`src/rtl/writeback_stage_if.sv`:
```
// -----------------------------------------------------------------------------
// writeback_stage_if
// Bundles the retiring-instruction bus from the memory stage, the data-memory
// read response, the error-clear input and the register-file write port of the
// writeback stage.
//
// Signals (directions seen from the writeback stage):
//   wb_i_ce, wb_i_opcode, wb_i_reg_wr, wb_i_memtoreg, wb_i_jal, wb_i_addr_rd,
//   wb_i_alu_value, wb_i_pc, wb_i_byte_off   : retiring instruction (in)
//   wb_i_mem_ack, wb_i_mem_rdata             : memory read response (in)
//   wb_i_err_clr                             : clears the sticky error (in)
//   wb_o_ready, wb_o_stall                   : upstream flow control (out)
//   wb_o_reg_wr, wb_o_addr_rd, wb_o_data_rd  : register-file write port (out)
//   wb_o_err                                 : sticky memory-timeout flag (out)
//
// Modports:
//   master : the driving side (memory stage / memory / register file)
//   slave  : the writeback stage itself
// -----------------------------------------------------------------------------
interface writeback_stage_if #(
    parameter int DWIDTH       = 32,
    parameter int AWIDTH       = 5,
    parameter int OPCODE_WIDTH = 6
);
    logic                    wb_i_ce;
    logic                    wb_o_ready;
    logic [OPCODE_WIDTH-1:0] wb_i_opcode;
    logic                    wb_i_reg_wr;
    logic                    wb_i_memtoreg;
    logic                    wb_i_jal;
    logic [AWIDTH-1:0]       wb_i_addr_rd;
    logic [DWIDTH-1:0]       wb_i_alu_value;
    logic [DWIDTH-1:0]       wb_i_pc;
    logic [1:0]              wb_i_byte_off;
    logic                    wb_i_mem_ack;
    logic [DWIDTH-1:0]       wb_i_mem_rdata;
    logic                    wb_i_err_clr;
    logic                    wb_o_reg_wr;
    logic [AWIDTH-1:0]       wb_o_addr_rd;
    logic [DWIDTH-1:0]       wb_o_data_rd;
    logic                    wb_o_stall;
    logic                    wb_o_err;

    modport master (
        output wb_i_ce, wb_i_opcode, wb_i_reg_wr, wb_i_memtoreg, wb_i_jal,
               wb_i_addr_rd, wb_i_alu_value, wb_i_pc, wb_i_byte_off,
               wb_i_mem_ack, wb_i_mem_rdata, wb_i_err_clr,
        input  wb_o_ready, wb_o_reg_wr, wb_o_addr_rd, wb_o_data_rd,
               wb_o_stall, wb_o_err
    );

    modport slave (
        input  wb_i_ce, wb_i_opcode, wb_i_reg_wr, wb_i_memtoreg, wb_i_jal,
               wb_i_addr_rd, wb_i_alu_value, wb_i_pc, wb_i_byte_off,
               wb_i_mem_ack, wb_i_mem_rdata, wb_i_err_clr,
        output wb_o_ready, wb_o_reg_wr, wb_o_addr_rd, wb_o_data_rd,
               wb_o_stall, wb_o_err
    );
endinterface

```
`src/rtl/writeback_stage.sv`:
```
// -----------------------------------------------------------------------------
// writeback_stage
// Final pipeline stage. Accepts one retiring instruction per cycle, selects its
// result (link value, extracted load data or ALU value) and drives the
// register-file write port. Loads wait in WAIT_MEM for a memory acknowledge,
// stalling upstream; a load not acknowledged within TIMEOUT cycles is dropped
// and raises a sticky error flag.
//
// Ports:
//   wb_clk  : clock
//   wb_rst  : asynchronous, active-low reset
//   wb_if   : writeback_stage_if.slave (instruction bus, memory response,
//             error clear, flow control, register-file write port, error)
//
// All outputs are taken from registered state only.
// -----------------------------------------------------------------------------
module writeback_stage #(
    parameter int DWIDTH       = 32,
    parameter int AWIDTH       = 5,
    parameter int OPCODE_WIDTH = 6,
    parameter int TIMEOUT      = 16
) (
    input logic              wb_clk,
    input logic              wb_rst,
    writeback_stage_if.slave wb_if
);

    localparam int CW = (TIMEOUT > 2) ? $clog2(TIMEOUT) : 1;
    localparam logic [CW-1:0] CNT_LAST = CW'(TIMEOUT - 1);

    localparam logic [OPCODE_WIDTH-1:0] OP_LB  = OPCODE_WIDTH'(32'h20);
    localparam logic [OPCODE_WIDTH-1:0] OP_LH  = OPCODE_WIDTH'(32'h21);
    localparam logic [OPCODE_WIDTH-1:0] OP_LBU = OPCODE_WIDTH'(32'h24);
    localparam logic [OPCODE_WIDTH-1:0] OP_LHU = OPCODE_WIDTH'(32'h25);

    typedef enum logic [1:0] {
        IDLE     = 2'd0,
        WAIT_MEM = 2'd1,
        COMMIT   = 2'd2
    } state_t;

    state_t                  state_q,    state_d;
    logic [CW-1:0]           cnt_q,      cnt_d;
    logic [OPCODE_WIDTH-1:0] opcode_q,   opcode_d;
    logic                    reg_wr_q,   reg_wr_d;
    logic [AWIDTH-1:0]       addr_rd_q,  addr_rd_d;
    logic [1:0]              byte_off_q, byte_off_d;
    logic                    out_wr_q,   out_wr_d;
    logic [AWIDTH-1:0]       out_addr_q, out_addr_d;
    logic [DWIDTH-1:0]       out_data_q, out_data_d;
    logic                    err_q,      err_d;

    logic accept;
    logic timeout_hit;

    // Little-endian lane extraction of a loaded word.
    function automatic logic [DWIDTH-1:0] load_extract(
        input logic [OPCODE_WIDTH-1:0] op,
        input logic [1:0]              off,
        input logic [DWIDTH-1:0]       word
    );
        logic [7:0]        b;
        logic [15:0]       h;
        logic [DWIDTH-1:0] r;
        b = word[{off, 3'b000} +: 8];
        h = word[{off[1], 4'b0000} +: 16];
        case (op)
            OP_LB:   r = {{(DWIDTH-8){b[7]}}, b};
            OP_LBU:  r = {{(DWIDTH-8){1'b0}}, b};
            OP_LH:   r = {{(DWIDTH-16){h[15]}}, h};
            OP_LHU:  r = {{(DWIDTH-16){1'b0}}, h};
            default: r = word;
        endcase
        return r;
    endfunction

    always_ff @(posedge wb_clk or negedge wb_rst) begin
        if (!wb_rst) begin
            state_q    <= IDLE;
            cnt_q      <= '0;
            opcode_q   <= '0;
            reg_wr_q   <= 1'b0;
            addr_rd_q  <= '0;
            byte_off_q <= '0;
            out_wr_q   <= 1'b0;
            out_addr_q <= '0;
            out_data_q <= '0;
            err_q      <= 1'b0;
        end else begin
            state_q    <= state_d;
            cnt_q      <= cnt_d;
            opcode_q   <= opcode_d;
            reg_wr_q   <= reg_wr_d;
            addr_rd_q  <= addr_rd_d;
            byte_off_q <= byte_off_d;
            out_wr_q   <= out_wr_d;
            out_addr_q <= out_addr_d;
            out_data_q <= out_data_d;
            err_q      <= err_d;
        end
    end

    // The committed address/data/enable are resolved on the transition into
    // COMMIT and held in dedicated output registers, so a following load can
    // overwrite the captured fields while the write port keeps its last value.
    always_comb begin
        state_d     = state_q;
        cnt_d       = cnt_q;
        opcode_d    = opcode_q;
        reg_wr_d    = reg_wr_q;
        addr_rd_d   = addr_rd_q;
        byte_off_d  = byte_off_q;
        out_wr_d    = 1'b0;
        out_addr_d  = out_addr_q;
        out_data_d  = out_data_q;
        accept      = 1'b0;
        timeout_hit = 1'b0;

        case (state_q)
            IDLE, COMMIT: begin
                state_d = IDLE;
                accept  = wb_if.wb_i_ce;
            end
            WAIT_MEM: begin
                if (wb_if.wb_i_mem_ack) begin
                    state_d    = COMMIT;
                    cnt_d      = '0;
                    out_wr_d   = reg_wr_q && (addr_rd_q != '0);
                    out_addr_d = addr_rd_q;
                    out_data_d = load_extract(opcode_q, byte_off_q,
                                              wb_if.wb_i_mem_rdata);
                end else if (cnt_q == CNT_LAST) begin
                    state_d     = IDLE;
                    cnt_d       = '0;
                    timeout_hit = 1'b1;
                end else begin
                    cnt_d = cnt_q + 1'b1;
                end
            end
            default: state_d = IDLE;
        endcase

        if (accept) begin
            opcode_d   = wb_if.wb_i_opcode;
            reg_wr_d   = wb_if.wb_i_reg_wr;
            addr_rd_d  = wb_if.wb_i_addr_rd;
            byte_off_d = wb_if.wb_i_byte_off;
            if (wb_if.wb_i_memtoreg && !wb_if.wb_i_jal) begin
                state_d = WAIT_MEM;
                cnt_d   = '0;
            end else begin
                // Link value wins over ALU; memtoreg with jal never waits.
                state_d    = COMMIT;
                out_wr_d   = wb_if.wb_i_reg_wr && (wb_if.wb_i_addr_rd != '0);
                out_addr_d = wb_if.wb_i_addr_rd;
                out_data_d = wb_if.wb_i_jal ? (wb_if.wb_i_pc + DWIDTH'(4))
                                            : wb_if.wb_i_alu_value;
            end
        end

        // Set has priority over clear.
        if (timeout_hit)
            err_d = 1'b1;
        else if (wb_if.wb_i_err_clr)
            err_d = 1'b0;
        else
            err_d = err_q;
    end

    assign wb_if.wb_o_stall   = (state_q == WAIT_MEM);
    assign wb_if.wb_o_ready   = (state_q != WAIT_MEM);
    assign wb_if.wb_o_reg_wr  = out_wr_q;
    assign wb_if.wb_o_addr_rd = out_addr_q;
    assign wb_if.wb_o_data_rd = out_data_q;
    assign wb_if.wb_o_err     = err_q;

endmodule

```
`src/flat_wrapper.sv`:
```
// flat-port wrapper written by rule: the top's interface ports become plain ports
module writeback_stage_flat 
#(
    parameter int DWIDTH       = 32,
    parameter int AWIDTH       = 5,
    parameter int OPCODE_WIDTH = 6,
    parameter int TIMEOUT      = 16
)
  (wb_clk, wb_rst, wb_if_wb_i_ce, wb_if_wb_i_opcode, wb_if_wb_i_reg_wr, wb_if_wb_i_memtoreg, wb_if_wb_i_jal, wb_if_wb_i_addr_rd, wb_if_wb_i_alu_value, wb_if_wb_i_pc, wb_if_wb_i_byte_off, wb_if_wb_i_mem_ack, wb_if_wb_i_mem_rdata, wb_if_wb_i_err_clr, wb_if_wb_o_ready, wb_if_wb_o_reg_wr, wb_if_wb_o_addr_rd, wb_if_wb_o_data_rd, wb_if_wb_o_stall, wb_if_wb_o_err);
  writeback_stage_if #(.DWIDTH(DWIDTH), .AWIDTH(AWIDTH), .OPCODE_WIDTH(OPCODE_WIDTH)) wb_if_i ();
  input logic wb_clk;
  input logic wb_rst;
  input wire logic [$bits(wb_if_i.wb_i_ce)-1:0] wb_if_wb_i_ce;
  input wire logic [$bits(wb_if_i.wb_i_opcode)-1:0] wb_if_wb_i_opcode;
  input wire logic [$bits(wb_if_i.wb_i_reg_wr)-1:0] wb_if_wb_i_reg_wr;
  input wire logic [$bits(wb_if_i.wb_i_memtoreg)-1:0] wb_if_wb_i_memtoreg;
  input wire logic [$bits(wb_if_i.wb_i_jal)-1:0] wb_if_wb_i_jal;
  input wire logic [$bits(wb_if_i.wb_i_addr_rd)-1:0] wb_if_wb_i_addr_rd;
  input wire logic [$bits(wb_if_i.wb_i_alu_value)-1:0] wb_if_wb_i_alu_value;
  input wire logic [$bits(wb_if_i.wb_i_pc)-1:0] wb_if_wb_i_pc;
  input wire logic [$bits(wb_if_i.wb_i_byte_off)-1:0] wb_if_wb_i_byte_off;
  input wire logic [$bits(wb_if_i.wb_i_mem_ack)-1:0] wb_if_wb_i_mem_ack;
  input wire logic [$bits(wb_if_i.wb_i_mem_rdata)-1:0] wb_if_wb_i_mem_rdata;
  input wire logic [$bits(wb_if_i.wb_i_err_clr)-1:0] wb_if_wb_i_err_clr;
  output wire logic [$bits(wb_if_i.wb_o_ready)-1:0] wb_if_wb_o_ready;
  output wire logic [$bits(wb_if_i.wb_o_reg_wr)-1:0] wb_if_wb_o_reg_wr;
  output wire logic [$bits(wb_if_i.wb_o_addr_rd)-1:0] wb_if_wb_o_addr_rd;
  output wire logic [$bits(wb_if_i.wb_o_data_rd)-1:0] wb_if_wb_o_data_rd;
  output wire logic [$bits(wb_if_i.wb_o_stall)-1:0] wb_if_wb_o_stall;
  output wire logic [$bits(wb_if_i.wb_o_err)-1:0] wb_if_wb_o_err;
  assign wb_if_i.wb_i_ce = wb_if_wb_i_ce;
  assign wb_if_i.wb_i_opcode = wb_if_wb_i_opcode;
  assign wb_if_i.wb_i_reg_wr = wb_if_wb_i_reg_wr;
  assign wb_if_i.wb_i_memtoreg = wb_if_wb_i_memtoreg;
  assign wb_if_i.wb_i_jal = wb_if_wb_i_jal;
  assign wb_if_i.wb_i_addr_rd = wb_if_wb_i_addr_rd;
  assign wb_if_i.wb_i_alu_value = wb_if_wb_i_alu_value;
  assign wb_if_i.wb_i_pc = wb_if_wb_i_pc;
  assign wb_if_i.wb_i_byte_off = wb_if_wb_i_byte_off;
  assign wb_if_i.wb_i_mem_ack = wb_if_wb_i_mem_ack;
  assign wb_if_i.wb_i_mem_rdata = wb_if_wb_i_mem_rdata;
  assign wb_if_i.wb_i_err_clr = wb_if_wb_i_err_clr;
  assign wb_if_wb_o_ready = wb_if_i.wb_o_ready;
  assign wb_if_wb_o_reg_wr = wb_if_i.wb_o_reg_wr;
  assign wb_if_wb_o_addr_rd = wb_if_i.wb_o_addr_rd;
  assign wb_if_wb_o_data_rd = wb_if_i.wb_o_data_rd;
  assign wb_if_wb_o_stall = wb_if_i.wb_o_stall;
  assign wb_if_wb_o_err = wb_if_i.wb_o_err;
  writeback_stage #(.DWIDTH(DWIDTH), .AWIDTH(AWIDTH), .OPCODE_WIDTH(OPCODE_WIDTH), .TIMEOUT(TIMEOUT)) u_core (.wb_clk(wb_clk), .wb_rst(wb_rst), .wb_if(wb_if_i));
endmodule
```
`config.mk`:
```
export PLATFORM = sky130hd
export DESIGN_NAME = writeback_stage_flat
export DESIGN_NICKNAME = d
export VERILOG_FILES = /design/src/rtl/writeback_stage_if.sv /design/src/rtl/writeback_stage.sv /design/src/flat_wrapper.sv
export SDC_FILE = /design/constraint.sdc
export NUM_CORES = 1
export LEC_CHECK = 0
export ABC_AREA = 1
export CORE_UTILIZATION = 50
export DETAILED_ROUTE_END_ITERATION = 6
export GPL_TIMING_DRIVEN = 0
export PLACE_DENSITY = 0.87
export REMOVE_ABC_BUFFERS = 1
export SYNTH_ARGS = -nofsm -noshare
export SYNTH_HDL_FRONTEND = slang
export SYNTH_SLANG_ARGS = --single-unit
```
`constraint.sdc`:
```
create_clock -name wb_clk -period 2.2 [get_ports wb_clk]
set_input_delay 0.33 -clock wb_clk [delete_from_list [all_inputs] [get_ports wb_clk]]
set_output_delay 0.33 -clock wb_clk [all_outputs]
set_load 0.03 [all_outputs]
```
==> qor.yml, run 1 <==
outcome:
  outcome: "finished clean"
yosys:
  number_of_synthesized_flops_with_an_enable_pin: 0
  synth_seq_cells: 59
  postSynth.topFlopCell: "sky130_fd_sc_hd__dfrtp_1"
  synth.cell_area_um2: 4520
  syn-instance-count: 722
  portion_of_the_post_synthesis_area_used_by_sequential_elements: 0.327
  synth_cell_types: 40
  synthesis.yosys.warnings: 0
  synth_area_per_cell_um2: 6.26
  post-synth-top-area-fraction: 0.327
  asyncSetResetFlopFracSynth: 1.00
  yosys.area.top_type: "sky130_fd_sc_hd__dfrtp_1"
  yosys-top-cells-area: "sky130_fd_sc_hd__dfrtp_1 (33%), sky130_fd_sc_hd__nand2_1 (23%), sky130_fd_sc_hd__nor2_1 (8.1%)"
floorplan:
  initial_core_util: 0.518
  die_h_um: 97.0
  rows: 34
  core_region_area_um2: 8720
  die_width_um: 97.0
  fp.dieArea_um2: 9420
  ios: 158
power_and_ir_drop:
  internal-power_mw: 2.45
  switching_share: 0.389
  peakVddDrop_mv: 0.332
  power.leakage_nw: 2.88
  switchingPower_mw: 1.56
  clkPwrFrac: 0.258
  report.power.total_mw: 4.01
  comb_power_share: 0.389
  power_frac_seq: 0.352
  powerDensity_nw_per_um2: 630
worst_setup_path:
  cp_cell_sequence: "clkdlybuf4s50_1 -> ha_2 -> nand3_1 -> inv_1 -> nand2_1 -> inv_1 -> nand2_1 -> nand2_1 -> nand3_1 -> nand2_1 -> nand2_1"
  worstSetupEndpointType: "register"
  slowest_cell_delay_on_critical_path_ps: 610
  timing.critical_path.required_ps: 2430
  path_buf_inv: 3
  critical_path_maximum_fanout: 6
  crit_slowest_cell: "sky130_fd_sc_hd__clkdlybuf4s50_1"
  criticalPathCategory: "in2reg"
  arrival_ps: 2320
  crit_family: "buffers and inverters"
  critical_path.most_common_cell: "sky130_fd_sc_hd__nand2_1"
  setup.worst_path.start_class: "input pin"
timing:
  setup_tns_ps: 0
  setup_repair_after_global_routing_missed_its_margin: "false"
  slew_violations: 0
  setup_viol_count_final: 0
  worstMarginPinSlew_ps: 720
  post-route-period-util: 0.952
  min_period_ps: 2090
  fin_worst_skew_ps: 6.02
  relative_slew_slack: 0.520
  timing.fmax_mhz: 478
  finalHoldViolations: 0
global_route:
  first_global_vias: 5330
  grt_start_max_net_pins: 54
  grt.met2_usage: 0.590
  first_pass_grt_wire_length_um: 27000
  global_route.usage.total: 0.368
  global_route.usage.met3: 0.0592
  grt_overflow: 0
  met1_usage: 0.478
  antenna_violations_before_repair: 0
  global_route.peak_usage_layer: "met2"
route:
  via_per_inst: 5.79
  ant_nets: 0
  pre_repair_dr_iteration_count: 7
  routed_wl_um: 17200
  number_of_drc_markers_in_iteration_0: 497
  post_drt_wl_per_cell_um: 17.5
  vias: 5680
  route.detailed.drc: 0
placed_design:
  place.detailed.instances: 958
  number_of_buffers_inserted_by_port_buffering: 157
  hpwl_um: 12600
  place_congestion: 1.01
finish:
  fill_cells: 696
  final_layout_size_suffix_gt1_frac: 0.0676
  synthToLayoutAreaGrowth_pct: 41.0
  mostFrequentLayoutCell: "sky130_fd_sc_hd__nand2_1"
  nNetsFinal: 987
  insertedDiodeCount: 0
  final_cell_count_no_fill: 981
  layout_common_cells: "sky130_fd_sc_hd__nand2_1 (281), sky130_fd_sc_hd__clkdlybuf4s50_1 (155), sky130_fd_sc_hd__nor2_1 (96), sky130_fd_sc_hd__nand3_1 (70), sky130_fd_sc_hd__dfrtp_1 (58)"
clock_network:
  worst_setup_hold_path_clk_slew_ps: 80
  cts-hold-fix-buffers: 0
  tritoncts.num_buffers: 9
  cts_tree: "built"
  tritoncts_num_sinks: 59
  ctsHtreeMaxLevel: 3
  clock_insertion_delay_worst_skew_ps: 340
  clock_tree.root_cell: "sky130_fd_sc_hd__clkbuf_8"
  clockBufferDepth: 2
hold_path:
  worstHoldPathType: "in2async"
run:
  maxCapViolations: 0
-- area by class of cell --
class | instances | area, µm² | share of cell area
well taps | 108 | 135 | 0.0212
repair inverters | 1 | 7.51 | 0.00118
inverters | 46 | 181 | 0.0285
clock buffers | 9 | 124 | 0.0194
clock inverters | 7 | 76.3 | 0.0120
repair buffers | 164 | 1630 | 0.256
flip-flops and latches | 59 | 1480 | 0.232
multi-input cells | 587 | 2730 | 0.429
-- metrics by stage --
stage	instance area [µm²]	util	setup slack [ps]	hold slack, ps
global route	6370	0.730	3.56	78.6
finish	6370	0.730	106	32.0
CTS	6350	0.729	21.7	40.3
floorplan	4360	-	261	34.4
detailed placement	6080	0.697	-781	409
global placement	6070	0.696	-1940	465
-- registers in the layout (all words and copies together) (netlist names) --
name                       count
u_core.wb_if.wb_o_err          1
u_core.addr_rd_q               5
u_core.byte_off_q              2
u_core.opcode_q                6
u_core.wb_if.wb_o_data_rd     32
u_core.wb_if.wb_o_addr_rd      5
u_core.cnt_q                   4
u_core.state_q                 2
u_core.reg_wr_q                1
u_core.wb_if.wb_o_reg_wr       1
-- logic make-up after synthesis --
| group | share of synthesized area |
|---|---|
| and+or+nand+nor | 0.467 |
| DFF | 0.327 |
| buffers and inverters | 0.0740 |
| xor gates and xnor gates | 0.0155 |
| adders and majority gates | 0.00554 |
| AOI/OAI and AO/OA | 0.111 |
-- power by group through the flow --
stage	clock network, mW	registers (mW)	logic (mW)
CTS	1.03	1.41	1.54
floorplan	0	1.66	0.514
global placement	0	1.41	1.48
finish	1.04	1.41	1.56
global route	1.08	1.43	1.67
detailed placement	0	1.42	1.51
-- cell usage after synthesis, types with 5 or more instances --
cell	n
sky130_fd_sc_hd__o21ai_1	5
sky130_fd_sc_hd__a21oi_1	15
sky130_fd_sc_hd__nor2_2	6
sky130_fd_sc_hd__nor2_1	97
sky130_fd_sc_hd__o21ai_0	28
sky130_fd_sc_hd__inv_1	38
sky130_fd_sc_hd__or2_2	6
sky130_fd_sc_hd__dfrtp_1	59
sky130_fd_sc_hd__a21boi_1	9
sky130_fd_sc_hd__nand2_1	282
sky130_fd_sc_hd__clkbuf_1	12
sky130_fd_sc_hd__inv_2	5
sky130_fd_sc_hd__buf_2	10
sky130_fd_sc_hd__nand3b_1	11
sky130_fd_sc_hd__nand3_1	70
sky130_fd_sc_hd__nand4_1	9
sky130_fd_sc_hd__o211ai_1	11
-- final timing paths --
kind	from	to	slack (ps)	cells past startpoint
setup / recovery	wb_if_wb_i_pc[2]	u_core.wb_if.wb_o_data_rd[26]	110	11
hold / removal	wb_rst	u_core.wb_if.wb_o_err	30	1
setup reg to reg	u_core.byte_off_q[1]	u_core.wb_if.wb_o_data_rd[30]	150	7
hold reg to reg	u_core.opcode_q[2]	u_core.opcode_q[2]	500	2
max in group asynchronous	wb_rst	u_core.byte_off_q[1]	1540	2
min in group wb_clk	wb_if_wb_i_jal	u_core.wb_if.wb_o_data_rd[30]	420	3
-- timing repair --
item / in CTS / in global routing
resized for setup: 7 / 4
gates cloned: 1 / 0
setup buffers: 6 / 0
endpoints found under the hold margin: 0 / 0
pin swaps: 1 / 0
endpoints found under the setup margin: 38 / 24
-- metal layers --
metal | vias to the layer above | wire length (µm) | share of wire
met5 | - | 0 | 0
met2 | 379 | 7860 | 0.46
met4 | 0 | 836 | 0.049
met3 | 64 | 1480 | 0.086
met1 | 2597 | 7020 | 0.41
li1 | 2640 | - | -
(Power assumes the default switching activity.)
==> run 2: changes to the inputs <==
--- a/config.mk
+++ b/config.mk
@@ -6,6 +6,7 @@
 export NUM_CORES = 1
 export LEC_CHECK = 0
 export ABC_AREA = 1
+export CAP_MARGIN = 5
 export CORE_UTILIZATION = 50
 export DETAILED_ROUTE_END_ITERATION = 6
 export GPL_TIMING_DRIVEN = 0
==> results of run 2 <==
Same layout as run 1: the final DEF is identical, and so are final timing and power.
==> run 3: changes to the inputs <==
--- a/config.mk
+++ b/config.mk
@@ -10,6 +10,7 @@
 export CORE_UTILIZATION = 50
 export DETAILED_ROUTE_END_ITERATION = 6
 export GPL_TIMING_DRIVEN = 0
+export MAX_ROUTING_LAYER = met4
 export PLACE_DENSITY = 0.87
 export REMOVE_ABC_BUFFERS = 1
 export SYNTH_ARGS = -nofsm -noshare
==> qor.yml, run 3 (same netlist as run 1, synthesis figures left out) <==
outcome:
  outcome: "finished clean"
timing:
  min_period_ps: 2090  # -6.18 ps
  setup_tns_ps: 0  # unchanged
  slew_violations: 0  # unchanged
  post-route-period-util: 0.949  # -0.00281
  finalHoldViolations: 0  # unchanged
  setup_repair_after_global_routing_missed_its_margin: "false"
  fin_worst_skew_ps: 12.6  # +6.63 ps
  setup_viol_count_final: 0  # unchanged
  relative_slew_slack: 0.568  # +0.0478
  timing.fmax_mhz: 479  # +0.30%
  worstMarginPinSlew_ps: 648  # -71.7 ps
finish:
  insertedDiodeCount: 0  # unchanged
  mostFrequentLayoutCell: "sky130_fd_sc_hd__nand2_1"
  final_layout_size_suffix_gt1_frac: 0.0611  # -0.00645
  fill_cells: 694  # -0.29%
  synthToLayoutAreaGrowth_pct: 40.3
  largest_register_ffs: 32  # unchanged
  layout_common_cells: "sky130_fd_sc_hd__nand2_1 (281), sky130_fd_sc_hd__clkdlybuf4s50_1 (155), sky130_fd_sc_hd__nor2_1 (96), sky130_fd_sc_hd__nand3_1 (69), sky130_fd_sc_hd__dfrtp_1 (58)"
  nNetsFinal: 982  # -0.51%
  postLayoutCellArea_um2: 6340  # -0.47%
floorplan:
  ios: 158  # unchanged
  initial_core_util: 0.518  # unchanged
  die_h_um: 97.0  # unchanged
  rows: 34  # unchanged
  core_region_area_um2: 8720  # unchanged
  die_width_um: 97.0  # unchanged
  fp.dieArea_um2: 9420  # unchanged
clock_network:
  worst_setup_hold_path_clk_slew_ps: 80  # about the same
  tritoncts.num_buffers: 9  # unchanged
  clock_tree.root_cell: "sky130_fd_sc_hd__clkbuf_8"
  ctsHtreeMaxLevel: 3  # unchanged
  cts_tree: "built"
  tritoncts_num_sinks: 59  # unchanged
  clock_insertion_delay_worst_skew_ps: 350  # about the same
  clockBufferDepth: 2  # unchanged
worst_setup_path:
  arrival_ps: 2360  # +40 ps
  timing.critical_path.required_ps: 2470  # +40 ps
  worstSetupEndpointType: "register"
  ff_to_ff_end: "u_core.wb_if.wb_o_data_rd[30]"
  critical_path_maximum_fanout: 25  # +19
  setup.worst_path.start_class: "register"
  reg2reg_from: "u_core.byte_off_q[1]"
  criticalPathCategory: "reg2reg"
  r2r.worst_path.cells: 7  # unchanged
  reg2reg_setup_slack_ps: 110  # -40 ps
global_route:
  global_route.usage.total: 0.374  # +0.00575
  antenna_violations_before_repair: 0  # unchanged
  grt_start_max_net_pins: 54  # unchanged
  first_global_vias: 5329  # -0.019%
  first_pass_grt_wire_length_um: 26900  # -0.54%
  grt_overflow: 0  # unchanged
route:
  ant_nets: 0  # unchanged
  route.detailed.drc: 0  # unchanged
  pre_repair_dr_iteration_count: 6  # -1
  post_drt_wl_per_cell_um: 17.5  # -0.16%
  routed_wl_um: 17100  # -0.77%
  vias: 5625  # -0.97%
  number_of_drc_markers_in_iteration_0: 557  # +12%
  via_per_inst: 5.77  # -0.36%
power_and_ir_drop:
  power.leakage_nw: 2.86  # -0.60%
  powerDensity_nw_per_um2: 640  # +1.6%
  peakVddDrop_mv: 0.289  # -13%
placed_design:
  detailed_place.area_um2: 6080  # unchanged
  number_of_buffers_inserted_by_port_buffering: 157  # unchanged
  hpwl_um: 12600  # about the same
  place_congestion: 1.04  # +3.0%
run:
  maxCapViolations: 0  # unchanged
hold_path:
  worstHoldPathType: "in2async"
## run 3: layout make-up
type	count	area [µm²]	area share
clock buffers	10	128	0.0201
inverters	46	181	0.0286
repair buffers	159	1590	0.251
multi-input cells	587	2740	0.432
clock inverters	5	78.8	0.0124
repair inverters	1	7.51	0.00118
flip-flops and latches	59	1480	0.233
well taps	108	135	0.0213
## run 3: critical path, cell delays in order, from the launching register on
cell	delay [ps]
sky130_fd_sc_hd__dfrtp_2	530
sky130_fd_sc_hd__inv_2	350
sky130_fd_sc_hd__nand2_1	130
sky130_fd_sc_hd__nand2_1	140
sky130_fd_sc_hd__nand3_2	330
sky130_fd_sc_hd__nand3_1	260
sky130_fd_sc_hd__o21ai_1	110
sky130_fd_sc_hd__a21oi_1	140
## run 3: worst max-delay path by stage
stage                          from                            end  slack (ps)
6_report       u_core.byte_off_q[1]  u_core.wb_if.wb_o_data_rd[30]         110
5_1_grt           u_core.state_q[0]  u_core.wb_if.wb_o_data_rd[28]          20
4_1_cts        u_core.byte_off_q[1]  u_core.wb_if.wb_o_data_rd[18]          20
3_5_place_dp         wb_if_wb_i_jal  u_core.wb_if.wb_o_data_rd[28]        -750
3_3_place_gp         wb_if_wb_i_jal  u_core.wb_if.wb_o_data_rd[28]       -1940
2_1_floorplan     u_core.state_q[1]       u_core.wb_if.wb_o_reg_wr         260
## run 3: timing repair
action / CTS / global route
endpoints found under the setup margin: 36 / 23
gates cloned: 1 / 0
setup buffers: 1 / 0
hold buffers: 0 / 0
pin swaps: 1 / 0
endpoints found under the hold margin: 0 / 0
gates resized for setup: 7 / 4
## run 3: metal layers
metal | track usage | vias to the layer above | routed length, µm
met5 | - | - | 0
met2 | 0.595 | 374 | 7780
met1 | 0.481 | 2561 | 7070
met3 | 0.0426 | 74 | 1440
li1 | - | 2616 | -
met4 | 0.162 | 0 | 784
## run 3: where the power goes
group	internal, mW	switching [mW]	leakage, nW
registers	1.27	0.147	0.721
clock network	0.630	0.456	0.106
logic	0.656	0.904	2.04
total	2.55	1.51	2.86
## run 3: through the flow
step / worst slack, ps / hold WS, ps / utilization / std cells / total power [mW]
detailed placement: -747 / 389 / 0.697 / 958 / 2.94
CTS: 16.0 / 24.8 / 0.725 / 975 / 4.03
finish: 112 / 3.95 / 0.727 / 975 / 4.06
global placement: -1940 / 465 / 0.696 / 957 / 2.90
global route: 19.4 / 55.1 / 0.727 / 975 / 4.22
floorplan: 261 / 34.4 / - / 692 / 2.18
